<file path="src/rtl/meas_ctrl_fsm.sv">
// Measurement sequencer: key press -> meas_trigger, measurement wait, output_trigger, output wait.
// Define KEY_DEBOUNCE_EN to insert a key debouncer after the synchronizer.
module meas_ctrl_fsm #(
    parameter int unsigned MEAS_CYCLES     = 1800,
    parameter int unsigned OUT_CYCLES      = 1800,
    parameter int unsigned DEBOUNCE_CYCLES = 36000,
    parameter int unsigned CNT_W           = 24
) (
    input  logic       clk,
    input  logic       rst,
    input  logic       meas_start_key_n,
    output logic       meas_trigger,
    output logic       output_trigger,
    output logic [2:0] state
);

    // state     | meaning
    // IDLE      | waiting for a key press
    // MEAS_TRIG | one-cycle start pulse to the measurement block
    // MEAS_WAIT | measurement window, MEAS_CYCLES long
    // OUT_TRIG  | one-cycle start pulse to the output block
    // OUT_WAIT  | output window, OUT_CYCLES long
    typedef enum logic [2:0] {
        IDLE      = 3'd0,
        MEAS_TRIG = 3'd1,
        MEAS_WAIT = 3'd2,
        OUT_TRIG  = 3'd3,
        OUT_WAIT  = 3'd4
    } state_t;

    localparam int unsigned MEAS_EFF = (MEAS_CYCLES == 0) ? 1 : MEAS_CYCLES;
    localparam int unsigned OUT_EFF  = (OUT_CYCLES == 0) ? 1 : OUT_CYCLES;
    localparam int unsigned DEB_EFF  = (DEBOUNCE_CYCLES == 0) ? 1 : DEBOUNCE_CYCLES;
    localparam logic [CNT_W-1:0] MEAS_LAST = CNT_W'(MEAS_EFF - 1);
    localparam logic [CNT_W-1:0] OUT_LAST  = CNT_W'(OUT_EFF - 1);
    localparam longint unsigned  CNT_MAX   = (64'd1 << CNT_W) - 64'd1;

    if ((64'(MEAS_EFF) > CNT_MAX) || (64'(OUT_EFF) > CNT_MAX) || (64'(DEB_EFF) > CNT_MAX))
    begin : g_cnt_w_check
        $error("meas_ctrl_fsm: CNT_W too narrow for the cycle parameters");
    end

    state_t           state_q, state_d;
    logic [CNT_W-1:0] cnt_q, cnt_d;
    logic             key_sync1, key_sync2;
    logic             key_level, key_level_q;
    logic [1:0]       arm_pipe;
    logic             armed;
    logic             press;

    always_ff @(posedge clk or posedge rst) begin
        if (rst) begin
            key_sync1 <= 1'b1;
            key_sync2 <= 1'b1;
        end else begin
            key_sync1 <= meas_start_key_n;
            key_sync2 <= key_sync1;
        end
    end

    // Presses are accepted only once the synchronized key has been seen released
    // after reset, so a key held through reset cannot start a sequence.
    always_ff @(posedge clk or posedge rst) begin
        if (rst) begin
            arm_pipe <= 2'b00;
            armed    <= 1'b0;
        end else begin
            arm_pipe <= {arm_pipe[0], 1'b1};
            if (arm_pipe[1] && key_sync2) begin
                armed <= 1'b1;
            end
        end
    end

`ifdef KEY_DEBOUNCE_EN
    localparam logic [CNT_W-1:0] DEB_LAST = CNT_W'(DEB_EFF - 1);

    logic             deb_level;
    logic [CNT_W-1:0] deb_cnt;

    always_ff @(posedge clk or posedge rst) begin
        if (rst) begin
            deb_level <= 1'b1;
            deb_cnt   <= '0;
        end else if (key_sync2 != deb_level) begin
            if (deb_cnt == DEB_LAST) begin
                deb_level <= key_sync2;
                deb_cnt   <= '0;
            end else begin
                deb_cnt <= deb_cnt + CNT_W'(1);
            end
        end else begin
            deb_cnt <= '0;
        end
    end

    assign key_level = deb_level;
`else
    assign key_level = key_sync2;
`endif

    always_ff @(posedge clk or posedge rst) begin
        if (rst) begin
            key_level_q <= 1'b1;
        end else begin
            key_level_q <= key_level;
        end
    end

    assign press = armed && key_level_q && !key_level;

    always_ff @(posedge clk or posedge rst) begin
        if (rst) begin
            state_q <= IDLE;
            cnt_q   <= '0;
        end else begin
            state_q <= state_d;
            cnt_q   <= cnt_d;
        end
    end

    always_comb begin
        state_d = state_q;
        cnt_d   = cnt_q;
        case (state_q)
            IDLE: begin
                cnt_d = '0;
                if (press) begin
                    state_d = MEAS_TRIG;
                end
            end
            MEAS_TRIG: begin
                state_d = MEAS_WAIT;
                cnt_d   = '0;
            end
            MEAS_WAIT: begin
                if (cnt_q == MEAS_LAST) begin
                    state_d = OUT_TRIG;
                    cnt_d   = '0;
                end else begin
                    cnt_d = cnt_q + CNT_W'(1);
                end
            end
            OUT_TRIG: begin
                state_d = OUT_WAIT;
                cnt_d   = '0;
            end
            OUT_WAIT: begin
                if (cnt_q == OUT_LAST) begin
                    state_d = IDLE;
                    cnt_d   = '0;
                end else begin
                    cnt_d = cnt_q + CNT_W'(1);
                end
            end
            default: begin
                state_d = IDLE;
                cnt_d   = '0;
            end
        endcase
    end

    assign meas_trigger   = (state_q == MEAS_TRIG);
    assign output_trigger = (state_q == OUT_TRIG);
    assign state          = state_q;

endmodule

</file>
<file path="config.mk">
export PLATFORM = sky130hd
export DESIGN_NAME = meas_ctrl_fsm
export DESIGN_NICKNAME = d
export VERILOG_FILES = /design/src/rtl/meas_ctrl_fsm.sv
export SDC_FILE = /design/constraint.sdc
export NUM_CORES = 1
export LEC_CHECK = 0
export ABC_AREA = 1
export CORE_MARGIN = 4
export CORE_UTILIZATION = 50
export DETAILED_ROUTE_END_ITERATION = 12
export GPL_TIMING_DRIVEN = 0
export PLACE_DENSITY = 0.7
export SYNTH_ARGS = -nofsm -noshare
export SYNTH_HDL_FRONTEND = slang
export SYNTH_SLANG_ARGS = --single-unit
</file>
<file path="constraint.sdc">
create_clock -name clk -period 1.6 [get_ports clk]
set_clock_uncertainty 0.05 [all_clocks]
set_input_delay 0.32 -clock clk [delete_from_list [all_inputs] [get_ports clk]]
set_output_delay 0.32 -clock clk [all_outputs]
set_load 0.1 [all_outputs]
</file>
==> impl_results.md <==
* Status: completed
* Worst R2R Start: cnt_q[0]
* Combinational power share at 36.7%
* Cell Count, Final, Fillers Out at 325
* FFs w/ async S/R, synth at 100%
* Peak VDD IR at 0.637 mV
* Slew Limit Headroom at 54.0%
* Gate Count Post-Synth at ~260
* Layout Nets at between 200 and 300
* Multiplexer share of the synthesized area at 0%
* CP peak stage delay at 0.49 ns
* Clock share of power at 28.1%
* Setup crit start kind: flip-flop
* Clock sinks at 33
* Net switching power at 1170 uW
* Number of enable flip-flop cells after synthesis at 0
* Share of layout cells above drive strength 1 at 24.5%
* Crit Path Class: flip-flop to primary output
* Least-Margin Pin Slew at 0.689 ns
* Final Hold Viols at 0
* Leakage power at 0.000928 uW
* Layout area overhead at 17.9%
* Synth top area cells: dfrtp_1 40%, nand2_1 13%, nor2_1 12%, inv_1 4.5%, nand3_1 4.5%
* CP max-delay cell: dfrtp_4
* Mapped cell area at 1900 um2
* Later-pin clock latency in the skew report at between 0.2 and 0.3 ns
* Final period util at 98.5%
* Minimum clock period at 1.58 ns
* Rows at 22
* IO Count at 8
* Syn_area_per_cell at 7.36 um2
* Yosys top cell area share at 39.6%
* Post-layout total power at 2880 uW
* Crit path max fanout at 4
* Via-to-Cell Ratio at around 5
* P per Cell Area at 1290 nW/um2
* Met2 routed WL at 1770 um
* Ant diodes at 0
* Max Slew Vio Count at 0
* CTS Buf Count at 5
* Worst path arrival time at between 1 and 1.5 ns
* Switching share of power at between 40% and 50%
* Flop pwr share at a little over a third
* Ys flop type: dfrtp_1
* First-pass GRT wire length at 6860 um
* Post-synth cell types at 26
* Final setup viols at 0
* CTS Hold Bufs at 0
* Clk buf depth at 2
* Initial antenna violation count at 0
* Xor/xnor cell area share of the yosys netlist at between 3 and 4%
* FF-to-FF path depth at 7
* Setup crit end: output_trigger
* Min-delay worst type: flip-flop to flip-flop
* Routed WL at 3870 um
* DP Wirelength at 2920 um
* Setup TNS at 0 ns
* Die area at 4850 um2
* Clock-pin slew on the worst setup and hold paths at 0.07 ns
* Core area at 3660 um2
* Cell-internal power at 1710 uW
* Post-Syn Nets at 263
* Total Routing Usage GR at 17.7%
* Synth Register Bits at 33
* R2R setup slack at 0.10 ns
* Worst-path cell chain: inv_4 > nand2_4 > nor2_4 > buf_12
* Largest net degree at the start of global routing at 34
* Synth area leader: dfrtp_1
* Initial core utilization at 51.8%
* Critical Path Source: state[2]
* Buffers on Ports at 7
* Drt pass-1 iters at 4
* Largest family of logic cells by synthesized area: simple AND/OR/NAND/NOR gates
* Adder-cell share of the synthesized area at 1.32%
* ANT nets after route at 0
* Vias in the first global route at 1,533
* Max cap viols at 0
* Compound-cell area share of the yosys netlist at 3.16%
* WP data required at 1.23 ns
* Dpl cells at 313
* Final RePlAce weighted congestion at 0.875
* Drt wl/cell at approximately 12 um
* Post-route DRC at 0
* Synth warn at 0
* Post-synthesis sequential area ratio at ~44%
* Die Span X at between 60 and 70 um
* Routed wl met3 at 150 um
* Gr ovfl total at 0
* M1 wire length at ~1900 um
* Drt first-iter violations at between 100 and 150
* # H-tree levels at 2
* Via Count at ~1,600
* Synth Area in Simple Gates at 42.6%
* Max Clk Rate at 634 MHz
* CTS tree: built
* Die height at 69.6 um
* Max layer used: met4
* Reg-to-Reg End: cnt_q[16]
* CP endpoint kind: primary output
* CTS root buffer: clkbuf_8
* RSZ-0062 raised after global routing: yes
[synth_stat cells, drive strengths merged (2+ instances only)]
cell,number
o21ai,5
xnor2,4
ha,2
dfstp,3
nor3,3
inv,28
nand3,18
nand2,76
nor2,77
a21o,2
xor2,3
dfrtp,30
[critical path: cells and delay by family (launching register included)]
| kind | cells | cell delay, ns |
|---|---|---|
| buf+inv | 2 | 0.25 |
| flops | 1 | 0.49 |
| simple gates | 2 | 0.18 |
[through the flow]
stage	hold slack (ns)	worst slack, ns	util (%)	instance area, um2
global placement	0.284	-0.619	56.4	2060
floorplan	0.274	-0.0632	-	1930
finish	0.304	0.0234	61.1	2240
global route	0.311	-0.0314	61.1	2240
CTS	0.307	0.0177	60.4	2210
detailed placement	0.293	-0.620	56.4	2060
[power groups by stage]
stage	registers (uW)	logic [uW]	clock network [uW]
3_5_place_dp	1030	949	0
6_report	1010	1060	808
2_1_floorplan	1270	487	0
5_1_grt	1020	1130	874
3_3_place_gp	1030	942	0
4_1_cts	1020	1000	828
[timing repair]
item	4_1_cts	5_1_grt
buffers inserted	1	3
pin swaps	2	0
resized for setup	37	3
endpoints found under the setup margin	14	15
[cell type report]
class,instances,area [um2]
Clock buffer,7,86.3
Sequential cell,33,842
Clock inverter,1,30.0
Multi-Input combinational cell,196,996
Buffer,1,7.51
Tap cell,48,60.1
Inverter,28,111
Fill cell,335,1420
Timing Repair Buffer,11,105
[flip-flops by register name (all words and copies together) (netlist names)]
signal       cells
cnt_q           24
key_level_q      1
key_level        1
key_sync1        1
arm_pipe         2
armed            1
state            3
[cells in the final DEF, fill, tap and decap left out, types with 2 or more instances in the layout]
cell type         n
nand2_1          62
xnor2_1           4
buf_12            2
inv_1            21
clkdlybuf4s50_1   2
buf_2             3
nor2_2           13
nand3_1          17
o21ai_0           4
nor2_1           57
dfrtp_1          26
inv_2             5
nor2_4            7
nand2_2          12
clkbuf_8          6
nand2_4           2
a21o_1            2
dfstp_2           3
nor3_1            3
buf_4             5
xor2_1            3
dfrtp_4           3
[cells by family after synthesis]
logic type	after synthesis
AOI/OAI and AO/OA	10
xor gates and xnor gates	7
adders and majority gates	2
buffers and inverters	29
DFF	33
other	1
and+or+nand+nor	176
[layer usage]
layer  track usage [%]  up-vias
li1                  -      825
met1              24.5      725
met2              26.6       29
met3              4.64        5
met4              6.81        0
met5                 0        -
[how the worst min path moves through the flow]
stage | end | slack, ns | depth (start not counted) | startpoint
floorplan | key_sync1 | 0.27 | 0 | meas_start_key_n
global placement | arm_pipe[1] | 0.28 | 0 | arm_pipe[0]
detailed placement | arm_pipe[1] | 0.29 | 0 | arm_pipe[0]
CTS | key_level | 0.31 | 0 | key_sync1
global route | key_level | 0.31 | 0 | key_sync1
finish | arm_pipe[1] | 0.30 | 0 | arm_pipe[0]
Note: power is estimated with default switching activity, not from simulation.
